`config.mk`:
```
export PLATFORM = sky130hd
export DESIGN_NAME = pipeline_hazard_controller_flat
export DESIGN_NICKNAME = d
export VERILOG_FILES = /design/src/rtl/pipeline_hazard_controller_pkg.sv /design/src/rtl/pipeline_hazard_controller_if.sv /design/src/rtl/pipeline_hazard_controller_hazard_shadow_stage.sv /design/src/rtl/pipeline_hazard_controller.sv /design/src/flat_wrapper.sv
export SDC_FILE = /design/constraint.sdc
export NUM_CORES = 1
export LEC_CHECK = 0
export CAP_MARGIN = 0
export CORE_AREA = 2 2 95 143
export DETAILED_ROUTE_END_ITERATION = 16
export DIE_AREA = 0 0 97 145
export GPL_ROUTABILITY_DRIVEN = 0
export HOLD_SLACK_MARGIN = 0.08
export SYNTH_ARGS = -nofsm -noshare
export SYNTH_HDL_FRONTEND = slang
export SYNTH_SLANG_ARGS = --single-unit
export TNS_END_PERCENT = 100
```
`constraint.sdc`:
```
create_clock -name clock -period 3.9 [get_ports clock]
set_input_delay 0.39 -clock clock [delete_from_list [all_inputs] [get_ports clock]]
set_output_delay 0.39 -clock clock [all_outputs]
set_load 0.03 [all_outputs]
```
`src/rtl/pipeline_hazard_controller_pkg.sv`:
```
// Shared types and instruction field layout for the pipeline hazard controller.
package pipeline_hazard_controller_pkg;

  typedef enum logic [1:0] {
    StIdle = 2'd0,
    StRun  = 2'd1,
    StHalt = 2'd2
  } state_e;

  // Low bit of each instruction field: op[31:28] rd[27:22] rs[21:16] rt[15:10]
  localparam int unsigned OpLsb = 28;
  localparam int unsigned RdLsb = 22;
  localparam int unsigned RsLsb = 16;
  localparam int unsigned RtLsb = 10;

  localparam logic [3:0] HaltOpDefault = 4'b1111;

endpackage

```
`src/rtl/pipeline_hazard_controller_if.sv`:
```
// Bundle of the controller's stimulus inputs and control/status outputs.
interface pipeline_hazard_controller_if #(
  parameter int unsigned CNT_W = 16
);

  logic             start;
  logic [31:0]      idInstr;
  logic             idRegWrite;
  logic             idUsesRs;
  logic             idUsesRt;
  logic             wbRedirect;

  logic             pcWrite;
  logic             ifidWrite;
  logic             ifidFlush;
  logic             idexFlush;
  logic             exwbFlush;
  logic             running;
  logic             halted;
  logic [CNT_W-1:0] cycleCount;
  logic [CNT_W-1:0] stallCount;
  logic [CNT_W-1:0] flushCount;

  modport master (
    output start, idInstr, idRegWrite, idUsesRs, idUsesRt, wbRedirect,
    input  pcWrite, ifidWrite, ifidFlush, idexFlush, exwbFlush, running, halted,
    input  cycleCount, stallCount, flushCount
  );

  modport slave (
    input  start, idInstr, idRegWrite, idUsesRs, idUsesRt, wbRedirect,
    output pcWrite, ifidWrite, ifidFlush, idexFlush, exwbFlush, running, halted,
    output cycleCount, stallCount, flushCount
  );

endinterface

```
`src/rtl/pipeline_hazard_controller_hazard_shadow_stage.sv`:
```
// One shadow slot (valid/rd/regwrite/halt) mirroring a pipeline buffer.
module hazard_shadow_stage #(
  parameter int unsigned REG_W = 6
) (
  input  logic             clock,
  input  logic             reset_n,
  input  logic             hold,
  input  logic             flush,
  input  logic             load_valid,
  input  logic [REG_W-1:0] load_rd,
  input  logic             load_regwrite,
  input  logic             load_halt,
  output logic             valid,
  output logic [REG_W-1:0] rd,
  output logic             regwrite,
  output logic             halt
);

  logic             valid_q;
  logic [REG_W-1:0] rd_q;
  logic             regwrite_q;
  logic             halt_q;

  // Flush wins over hold so a bubble always lands even in a held buffer.
  always_ff @(posedge clock or negedge reset_n) begin
    if (!reset_n) begin
      valid_q    <= 1'b0;
      rd_q       <= '0;
      regwrite_q <= 1'b0;
      halt_q     <= 1'b0;
    end else if (flush) begin
      valid_q    <= 1'b0;
      rd_q       <= '0;
      regwrite_q <= 1'b0;
      halt_q     <= 1'b0;
    end else if (!hold) begin
      valid_q    <= load_valid;
      rd_q       <= load_rd;
      regwrite_q <= load_regwrite;
      halt_q     <= load_halt;
    end
  end

  assign valid    = valid_q;
  assign rd       = rd_q;
  assign regwrite = regwrite_q;
  assign halt     = halt_q;

endmodule

```
`src/rtl/pipeline_hazard_controller.sv`:
```
// Run/halt sequencer, RAW-hazard stall and WB-redirect squash control for a 4-stage pipeline.
module pipeline_hazard_controller
  import pipeline_hazard_controller_pkg::*;
#(
  parameter int unsigned     REG_W     = 6,
  parameter int unsigned     OP_W      = 4,
  parameter logic [OP_W-1:0] HALT_OP   = OP_W'(HaltOpDefault),
  parameter bit              WB_BYPASS = 1'b1,
  parameter int unsigned     CNT_W     = 16
) (
  input logic                         clock,
  input logic                         reset_n,
  pipeline_hazard_controller_if.slave bus
);

  state_e state_q, state_d;

  logic             id_valid_q;
  logic [REG_W-1:0] id_rs, id_rt, id_rd;
  logic [OP_W-1:0]  id_op;

  logic             ex_valid, ex_regwrite, ex_halt;
  logic [REG_W-1:0] ex_rd;
  logic             wb_valid, wb_regwrite, wb_halt;
  logic [REG_W-1:0] wb_rd;

  logic             pc_write, ifid_write, ifid_flush, idex_flush, exwb_flush;
  logic             cycle_inc, stall_inc, flush_inc;
  logic [CNT_W-1:0] cycle_q, stall_q, flush_q;

  logic             rs_hit, rt_hit, hazard, eff_redirect;
  logic             unused_instr;

  assign id_op = bus.idInstr[OpLsb +: OP_W];
  assign id_rd = bus.idInstr[RdLsb +: REG_W];
  assign id_rs = bus.idInstr[RsLsb +: REG_W];
  assign id_rt = bus.idInstr[RtLsb +: REG_W];
  assign unused_instr = ^bus.idInstr[RtLsb-1:0];

  // With a write-before-read register file the WB producer is already visible to ID.
  assign rs_hit = (ex_valid & ex_regwrite & (ex_rd == id_rs)) |
                  (!WB_BYPASS & wb_valid & wb_regwrite & (wb_rd == id_rs));
  assign rt_hit = (ex_valid & ex_regwrite & (ex_rd == id_rt)) |
                  (!WB_BYPASS & wb_valid & wb_regwrite & (wb_rd == id_rt));

  assign hazard       = id_valid_q & ((bus.idUsesRs & rs_hit) | (bus.idUsesRt & rt_hit));
  assign eff_redirect = bus.wbRedirect & wb_valid;

  always_comb begin
    state_d    = state_q;
    pc_write   = 1'b0;
    ifid_write = 1'b0;
    ifid_flush = 1'b1;
    idex_flush = 1'b1;
    exwb_flush = 1'b1;
    cycle_inc  = 1'b0;
    stall_inc  = 1'b0;
    flush_inc  = 1'b0;

    unique case (state_q)
      StIdle: begin
        if (bus.start) state_d = StRun;
      end
      StRun: begin
        cycle_inc = 1'b1;
        if (eff_redirect) begin
          pc_write   = 1'b1;
          ifid_write = 1'b1;
          flush_inc  = 1'b1;
        end else if (hazard) begin
          ifid_flush = 1'b0;
          exwb_flush = 1'b0;
          stall_inc  = 1'b1;
        end else begin
          pc_write   = 1'b1;
          ifid_write = 1'b1;
          ifid_flush = 1'b0;
          idex_flush = 1'b0;
          exwb_flush = 1'b0;
        end
        // A squashing redirect outranks a halt sitting in WB.
        if (wb_valid && wb_halt && !eff_redirect) state_d = StHalt;
      end
      StHalt: begin
        state_d = StHalt;
      end
      default: begin
        state_d = StIdle;
      end
    endcase
  end

  function automatic logic [CNT_W-1:0] sat_inc(input logic [CNT_W-1:0] value);
    return (&value) ? value : value + CNT_W'(1);
  endfunction

  always_ff @(posedge clock or negedge reset_n) begin
    if (!reset_n) begin
      state_q    <= StIdle;
      id_valid_q <= 1'b0;
      cycle_q    <= '0;
      stall_q    <= '0;
      flush_q    <= '0;
    end else begin
      state_q <= state_d;
      if (ifid_flush) begin
        id_valid_q <= 1'b0;
      end else if (ifid_write) begin
        id_valid_q <= 1'b1;
      end
      if (cycle_inc) cycle_q <= sat_inc(cycle_q);
      if (stall_inc) stall_q <= sat_inc(stall_q);
      if (flush_inc) flush_q <= sat_inc(flush_q);
    end
  end

  hazard_shadow_stage #(
    .REG_W(REG_W)
  ) u_ex_slot (
    .clock        (clock),
    .reset_n      (reset_n),
    .hold         (1'b0),
    .flush        (idex_flush),
    .load_valid   (id_valid_q),
    .load_rd      (id_rd),
    .load_regwrite(bus.idRegWrite),
    .load_halt    (id_op == HALT_OP),
    .valid        (ex_valid),
    .rd           (ex_rd),
    .regwrite     (ex_regwrite),
    .halt         (ex_halt)
  );

  hazard_shadow_stage #(
    .REG_W(REG_W)
  ) u_wb_slot (
    .clock        (clock),
    .reset_n      (reset_n),
    .hold         (1'b0),
    .flush        (exwb_flush),
    .load_valid   (ex_valid),
    .load_rd      (ex_rd),
    .load_regwrite(ex_regwrite),
    .load_halt    (ex_halt),
    .valid        (wb_valid),
    .rd           (wb_rd),
    .regwrite     (wb_regwrite),
    .halt         (wb_halt)
  );

  assign bus.pcWrite    = pc_write;
  assign bus.ifidWrite  = ifid_write;
  assign bus.ifidFlush  = ifid_flush;
  assign bus.idexFlush  = idex_flush;
  assign bus.exwbFlush  = exwb_flush;
  assign bus.running    = (state_q == StRun);
  assign bus.halted     = (state_q == StHalt);
  assign bus.cycleCount = cycle_q;
  assign bus.stallCount = stall_q;
  assign bus.flushCount = flush_q;

endmodule
```
`src/flat_wrapper.sv`:
```
// flat-port wrapper written by rule: the top's interface ports become plain ports
module pipeline_hazard_controller_flat import pipeline_hazard_controller_pkg::*;
#(
  parameter int unsigned     REG_W     = 6,
  parameter int unsigned     OP_W      = 4,
  parameter logic [OP_W-1:0] HALT_OP   = OP_W'(HaltOpDefault),
  parameter bit              WB_BYPASS = 1'b1,
  parameter int unsigned     CNT_W     = 16
)
  (clock, reset_n, bus_start, bus_idInstr, bus_idRegWrite, bus_idUsesRs, bus_idUsesRt, bus_wbRedirect, bus_pcWrite, bus_ifidWrite, bus_ifidFlush, bus_idexFlush, bus_exwbFlush, bus_running, bus_halted, bus_cycleCount, bus_stallCount, bus_flushCount);
  pipeline_hazard_controller_if #(.CNT_W(CNT_W)) bus_i ();
  input logic clock;
  input logic reset_n;
  input wire logic [$bits(bus_i.start)-1:0] bus_start;
  input wire logic [$bits(bus_i.idInstr)-1:0] bus_idInstr;
  input wire logic [$bits(bus_i.idRegWrite)-1:0] bus_idRegWrite;
  input wire logic [$bits(bus_i.idUsesRs)-1:0] bus_idUsesRs;
  input wire logic [$bits(bus_i.idUsesRt)-1:0] bus_idUsesRt;
  input wire logic [$bits(bus_i.wbRedirect)-1:0] bus_wbRedirect;
  output wire logic [$bits(bus_i.pcWrite)-1:0] bus_pcWrite;
  output wire logic [$bits(bus_i.ifidWrite)-1:0] bus_ifidWrite;
  output wire logic [$bits(bus_i.ifidFlush)-1:0] bus_ifidFlush;
  output wire logic [$bits(bus_i.idexFlush)-1:0] bus_idexFlush;
  output wire logic [$bits(bus_i.exwbFlush)-1:0] bus_exwbFlush;
  output wire logic [$bits(bus_i.running)-1:0] bus_running;
  output wire logic [$bits(bus_i.halted)-1:0] bus_halted;
  output wire logic [$bits(bus_i.cycleCount)-1:0] bus_cycleCount;
  output wire logic [$bits(bus_i.stallCount)-1:0] bus_stallCount;
  output wire logic [$bits(bus_i.flushCount)-1:0] bus_flushCount;
  assign bus_i.start = bus_start;
  assign bus_i.idInstr = bus_idInstr;
  assign bus_i.idRegWrite = bus_idRegWrite;
  assign bus_i.idUsesRs = bus_idUsesRs;
  assign bus_i.idUsesRt = bus_idUsesRt;
  assign bus_i.wbRedirect = bus_wbRedirect;
  assign bus_pcWrite = bus_i.pcWrite;
  assign bus_ifidWrite = bus_i.ifidWrite;
  assign bus_ifidFlush = bus_i.ifidFlush;
  assign bus_idexFlush = bus_i.idexFlush;
  assign bus_exwbFlush = bus_i.exwbFlush;
  assign bus_running = bus_i.running;
  assign bus_halted = bus_i.halted;
  assign bus_cycleCount = bus_i.cycleCount;
  assign bus_stallCount = bus_i.stallCount;
  assign bus_flushCount = bus_i.flushCount;
  pipeline_hazard_controller #(.REG_W(REG_W), .OP_W(OP_W), .HALT_OP(HALT_OP), .WB_BYPASS(WB_BYPASS), .CNT_W(CNT_W)) u_core (.clock(clock), .reset_n(reset_n), .bus(bus_i));
endmodule
```
==> qor.txt, run 1 <==
met3 GRT Util: 3.18%
PnR worst setup slack: 1.07 ns
Ports: 94
Yosys top cell by area: dfrtp_1
top-count cell post-synth: dfrtp_1
number of synthesized flops with an enable pin: 0
r2r endpoint: u_core.bus.stallCount[1]$_DFFE_PN0P_
final setup TNS: 0 ns
Static Leak: 0.00193 uW
syn_area_per_cell: 11.1 um2
clock skew: 0.00611 ns
Die Height: 145 um
Rel. slew slack: 38.7%
clock-pin slew of the registers on the worst-case setup and hold paths: 0.05 ns
post-synth top area share: 49.5%
vias after detailed routing: 2425
CTS resizes: 0
ys flop type: dfrtp_1
Sink Count: 62
sequential element share of the synthesized area: 49.5%
DRT Pass-1 Iters: 4
Core Footprint: 12800 um2
critical path required time: 3.51 ns
status: completed
PwrDens: 514 nW/um2
Synth Cell Area: 3140 um2
DPL Wire Length: 5380 um
initial core utilization: 24.4%
CTS max path bufs: 2
Final Non-Filler Cells: 536
Num CTS Buffers: 9
GRT overflow: 0
start of the worst register-to-register path: u_core.state_q[1]$_DFFE_PN0P_
Buf/Inv on CP: 4
Post-Syn Instances: 282
root buffer cell: clkbuf_16
Max VDD drop: 0.220 mV
CP dominant cell by count: inv_1
crit path capture type: output pin
ys async rst share: 100%
Inserted Diodes: 0
fin crit share: 72.5%
RSZ-0062 raised after global routing: false
share of cells above drive strength 1: 11.9%
vias in the first global route: 2549
worst skew pair latency: 0.32 ns
CP Data Arrival Time: 2.44 ns
DR iter-0 viols: 45
total of max-cap violations: 0
critical path class: reg -> out
total power: 2290 uW
Worst-Margin Slew: 0.919 ns
H-tree Lvls: 3
CP top delay family: buffers and inverters
synthesized flop and latch total: 62
Syn. warnings: 0
most used routing layer: met2
top cells by area, synth: dfrtp_1 (49%), xnor2_1 (7.3%), xor2_1 (6.4%), nand4_1 (3.4%), nand3_1 (3.2%)
top post-synthesis cells by count: dfrtp_1 (62), xnor2_1 (26), xor2_1 (23)
startpoint types: flop
Nets: 418
Final Hold Viols: 0
crit-path max FO: 12
initial antenna violation count: 0
CP peak stage delay: 0.61 ns
DR WL/cell: 13.4 um
first-pass GRT wire length: 12300 um
Hold Buf Count CTS: 0
Slowest cell on crit path: clkdlybuf4s50_1
GRT Util Overall: 10.8%
CTS tree: done
Hold WC Path Type: in -> async
Vias/cell: 4.52
Final Setup Violations: 0
fmax: 354 MHz
number of buffers added for setup after CTS: 0
antenna viol nets, final: 0
met1 usage: 12.2%
die width: 97 um
Port Buffers: 83
die area: 14100 um2
R2R Setup Slk: 1.68 ns
post-place setup slack: 1.05 ns
post-synth cell types: 43
Syn Nets: 328
Area Overhead vs Synth: 41.9%
met2 usage: 18.8%
dpl cells: 520
Rows: 51
DRC errors left: 0
DRT Wirelength: 7180 um
crit-path cells: inv_1, ha_1, buf_4, a21boi_2, o21a_1, inv_1, clkdlybuf4s50_1
largest net degree at the start of global routing: 42
Slew Limit Fails: 0
Period minus WS final: 2.83 ns
FF-to-FF path depth: 8
[layout make-up]
class / instances / area (um2)
inverter: 6 / 22.5
clock buffer: 13 / 270
fill: 1313 / 8380
sequential: 62 / 1550
timing repair buffer: 86 / 848
clock inverter: 3 / 65.1
multi-input combinational: 207 / 1490
tap: 159 / 199
[worst register-to-register path, stage by stage (launching register included)]
cell	delay [ns]
dfrtp_1	0.38
inv_1	0.11
ha_1	0.16
buf_4	0.17
a21boi_2	0.29
inv_2	0.10
a41o_4	0.35
nor3_2	0.20
mux2_2	0.36
[registers in the layout (all words and copies together), names as in the netlist, 2 cells and up]
name	cells
u_core.bus.cycleCount	16
u_core.bus.flushCount	16
u_core.bus.stallCount	16
u_core.u_ex_slot.rd	6
u_core.state_q	2
[power by group]
| group | internal [uW] | switching (uW) |
|---|---|---|
| Sequential | 716 | 79.6 |
| Combinational | 258 | 352 |
| Clock | 610 | 272 |
[placed cells by master, fill, tap and decap left out, drive strengths merged, types with 12 or more instances in the layout]
cell type and count:
clkbuf 13, and2 12, nand4 17, clkdlybuf4s50 82, nor3 14, xor2 23, dfrtp 62, nor2 15
xnor2 26, nand3 20, nand2 20
[through the flow]
| stage | instance area [um2] | hold slack, ns | util (%) |
|---|---|---|---|
| floorplan | 3140 | 0.0944 | - |
| global placement | 4110 | 0.446 | 32.1 |
| detailed placement | 4110 | 0.450 | 32.1 |
| CTS | 4450 | 0.242 | 34.7 |
| global route | 4450 | 0.288 | 34.7 |
| finish | 4450 | 0.209 | 34.7 |
[layer usage]
layer / vias up / wire length (um)
met3: 7 / 347
met4: 0 / 102
met2: 56 / 3760
met1: 1188 / 2970
li1: 1174 / -
met5: - / 0
[logic make-up (layout without fill, tap and decap cells)]
| group | count (synthesis) | count (layout) | share of synthesized area, % |
|---|---|---|---|
| flip-flops | 62 | 62 | 49.5 |
| multiplexers | 3 | 3 | 1.08 |
| AND/OR/NAND/NOR | 126 | 126 | 24.8 |
| XOR/XNOR | 49 | 49 | 13.7 |
| AO/OA/AOI/OAI | 22 | 22 | 5.23 |
| adder cells (fa/ha/maj) | 7 | 7 | 2.79 |
| buffers and inverters | 13 | 108 | 2.91 |
[how the worst max path moves through the flow]
stage	startpoint	to	slack [ns]	depth (start not counted)
after floorplan	u_core.state_q[1]$_DFFE_PN0P_	u_core.bus.stallCount[1]$_DFFE_PN0P_	1.76	7
after global placement	bus_idInstr[16]	bus_idexFlush	1.05	7
after detailed placement	bus_idInstr[19]	bus_idexFlush	1.05	7
after CTS	u_core.state_q[1]$_DFFE_PN0P_	bus_idexFlush	0.98	7
after global routing	u_core.state_q[1]$_DFFE_PN0P_	bus_idexFlush	0.85	7
final	u_core.state_q[1]$_DFFE_PN0P_	bus_idexFlush	1.07	7
(Power assumes the default switching activity.)
==> run 2: changes to the inputs <==
Clock period 3.9 ns to 2.9 ns, I/O delays scaled along.
==> run 2 against run 1 <==
Worst hold slack gained 0.24 ns. Combinational power grew 34%. Sequential power grew 34%. Critical path depth shrank 1. Sequential share of layout area is essentially flat. Total power grew 33%. Utilization is essentially flat. Via count is essentially flat. Global-route usage grew 0.12 points. Cell area is essentially flat.
==> qor.txt, run 2 (synthesized netlist as in run 1, its figures left out) <==
status: completed
DR WL/cell: 13.5 um (+0.65%)
PwrDens: 685 nW/um2 (+33%)
total of max-cap violations: 0 (unchanged)
P_int: 2060 uW (+30%)
Die Height: 145 um (unchanged)
Num CTS Buffers: 9 (unchanged)
Rel. slew slack: 61.6% (+23 points)
GRT overflow: 0 (unchanged)
WHS: 0.453 ns (+0.244 ns)
clock group share of total power: 37.9% (-0.7 points)
crit-path cells: inv_1, ha_1, a21boi_2, o21a_1, inv_1, clkdlybuf4s50_1
share of cells above drive strength 1: 12.9% (+0.99 points)
Slew Limit Fails: 0 (unchanged)
die area: 14100 um2 (unchanged)
Inserted Diodes: 0 (unchanged)
post-place setup slack: 0.305 ns (-0.744 ns)
total power: 3050 uW (+33%)
GRT Util Overall: 10.9% (+0.12 points)
DPL Wire Length: 5380 um (-0.15%)
RSZ-0062 raised after global routing: false
critical path required time: 2.61 ns (-0.90 ns)
Core Footprint: 12800 um2 (unchanged)
first-pass GRT wire length: 12500 um (+1.5%)
worst skew pair latency: 0.33 ns (about the same)
CP peak stage delay: 0.61 ns (about the same)
combinational share of power: 26.9% (+0.2 points)
Sink Count: 62 (unchanged)
root buffer cell: clkbuf_16
clock skew: 0.00800 ns (+0.00189 ns)
number of buffers added for setup after CTS: 0 (unchanged)
CP dominant cell by count: inv_1
die width: 97 um (unchanged)
Sw Ratio: 32.4% (+1.7 points)
Hold Buf Count CTS: 1 (+1)
Seq pwr share: 35.2% (+0.4 points)
Final Setup Violations: 0 (unchanged)
DRT Wirelength: 7260 um (+1.0%)
Period minus WS final: 2.59 ns
Final Util: 34.7% (about the same)
Psw: 988 uW (+40%)
Buf/Inv on CP: 3 (-1)
final setup TNS: 0 ns (unchanged)
Rows: 51 (unchanged)
clock-pin slew of the registers on the worst-case setup and hold paths: 0.05 ns (about the same)
DRC errors left: 0 (unchanged)
vias in the first global route: 2547 (-0.078%)
most frequent cells in the layout: clkdlybuf4s50_1 (80), dfrtp_1 (62), xnor2_1 (26), xor2_1 (23)
crit-path max FO: 9 (-3)
Area Overhead vs Synth: 41.9% (about the same)
Nets: 420 (+0.48%)
fin crit share: 89.2%
Port Buffers: 83 (unchanged)
PnR worst setup slack: 0.314 ns (-0.758 ns)
H-tree Lvls: 3 (unchanged)
CP top delay family: buffers and inverters
startpoint types: flop
largest net degree at the start of global routing: 43 (+2.4%)
CTS resizes: 0 (unchanged)
crit path capture type: output pin
Hold WC Path Type: reg -> reg
antenna viol nets, final: 0 (unchanged)
Static Leak: 0.00193 uW (about the same)
initial core utilization: 24.4% (unchanged)
commonest non-fill, non-tap cell in the layout: clkdlybuf4s50_1
initial antenna violation count: 0 (unchanged)
fmax: 387 MHz
Worst-Margin Slew: 0.572 ns (-0.347 ns)
critical path class: reg -> out
Max VDD drop: 0.415 mV (+88%)
Vias/cell: 4.51 (-0.33%)
Final Hold Viols: 0 (unchanged)
CTS tree: done
vias after detailed routing: 2426 (+0.041%)
Ports: 94 (unchanged)
CP Data Arrival Time: 2.30 ns (-0.14 ns)
CTS max path bufs: 2 (unchanged)
Slowest cell on crit path: clkdlybuf4s50_1
DR iter-0 viols: 38 (-16%)
DRT Pass-1 Iters: 4 (unchanged)
run 2: layout make-up:
class                           count  area, um2
Clock buffer                        9        225
Clock inverter                      7       98.8
Fill cell                        1282       8380
Inverter                            6       22.5
Multi-Input combinational cell    207       1490
Sequential cell                    62       1550
Tap cell                          159        199
Timing Repair Buffer               88        861
run 2: final timing paths:
path	start	cells past startpoint	slack [ns]	endpoint
min in group asynchronous	reset_n	2	0.46	u_core.u_ex_slot.rd[2]$_DFF_PN0_
max	u_core.state_q[1]$_DFFE_PN0P_	6	0.31	bus_idexFlush
min reg2reg	u_core.u_ex_slot.halt$_DFF_PN0_	1	0.45	u_core.u_wb_slot.halt$_DFF_PN0_
min	u_core.u_ex_slot.halt$_DFF_PN0_	1	0.45	u_core.u_wb_slot.halt$_DFF_PN0_
max reg2reg	u_core.state_q[1]$_DFFE_PN0P_	8	0.78	u_core.bus.flushCount[15]$_DFFE_PN0P_
max in group asynchronous	reset_n	3	1.50	u_core.bus.flushCount[2]$_DFFE_PN0P_
run 2: power by group through the flow:
stage	clock, uW	sequential, uW	combinational (uW)
2_1_floorplan	0	1150	473
3_3_place_gp	0	1090	812
3_5_place_dp	0	1090	828
4_1_cts	1190	1070	835
5_1_grt	1240	1090	898
6_report	1160	1070	819
run 2: metal layers:
| layer | vias up | share of wire (%) | track usage (%) |
|---|---|---|---|
| met5 | - | 0 | 0 |
| met4 | 0 | 1.5 | 4.01 |
| met3 | 11 | 4.5 | 3.23 |
| met2 | 60 | 51 | 18.8 |
| met1 | 1176 | 43 | 12.9 |
| li1 | 1179 | - | - |
run 2: per-stage QoR:
step / cells / cell area, um2
after floorplan: 282 / 3140
after global placement: 521 / 4120
after detailed placement: 521 / 4120
after CTS: 538 / 4450
after global routing: 538 / 4450
final: 538 / 4450
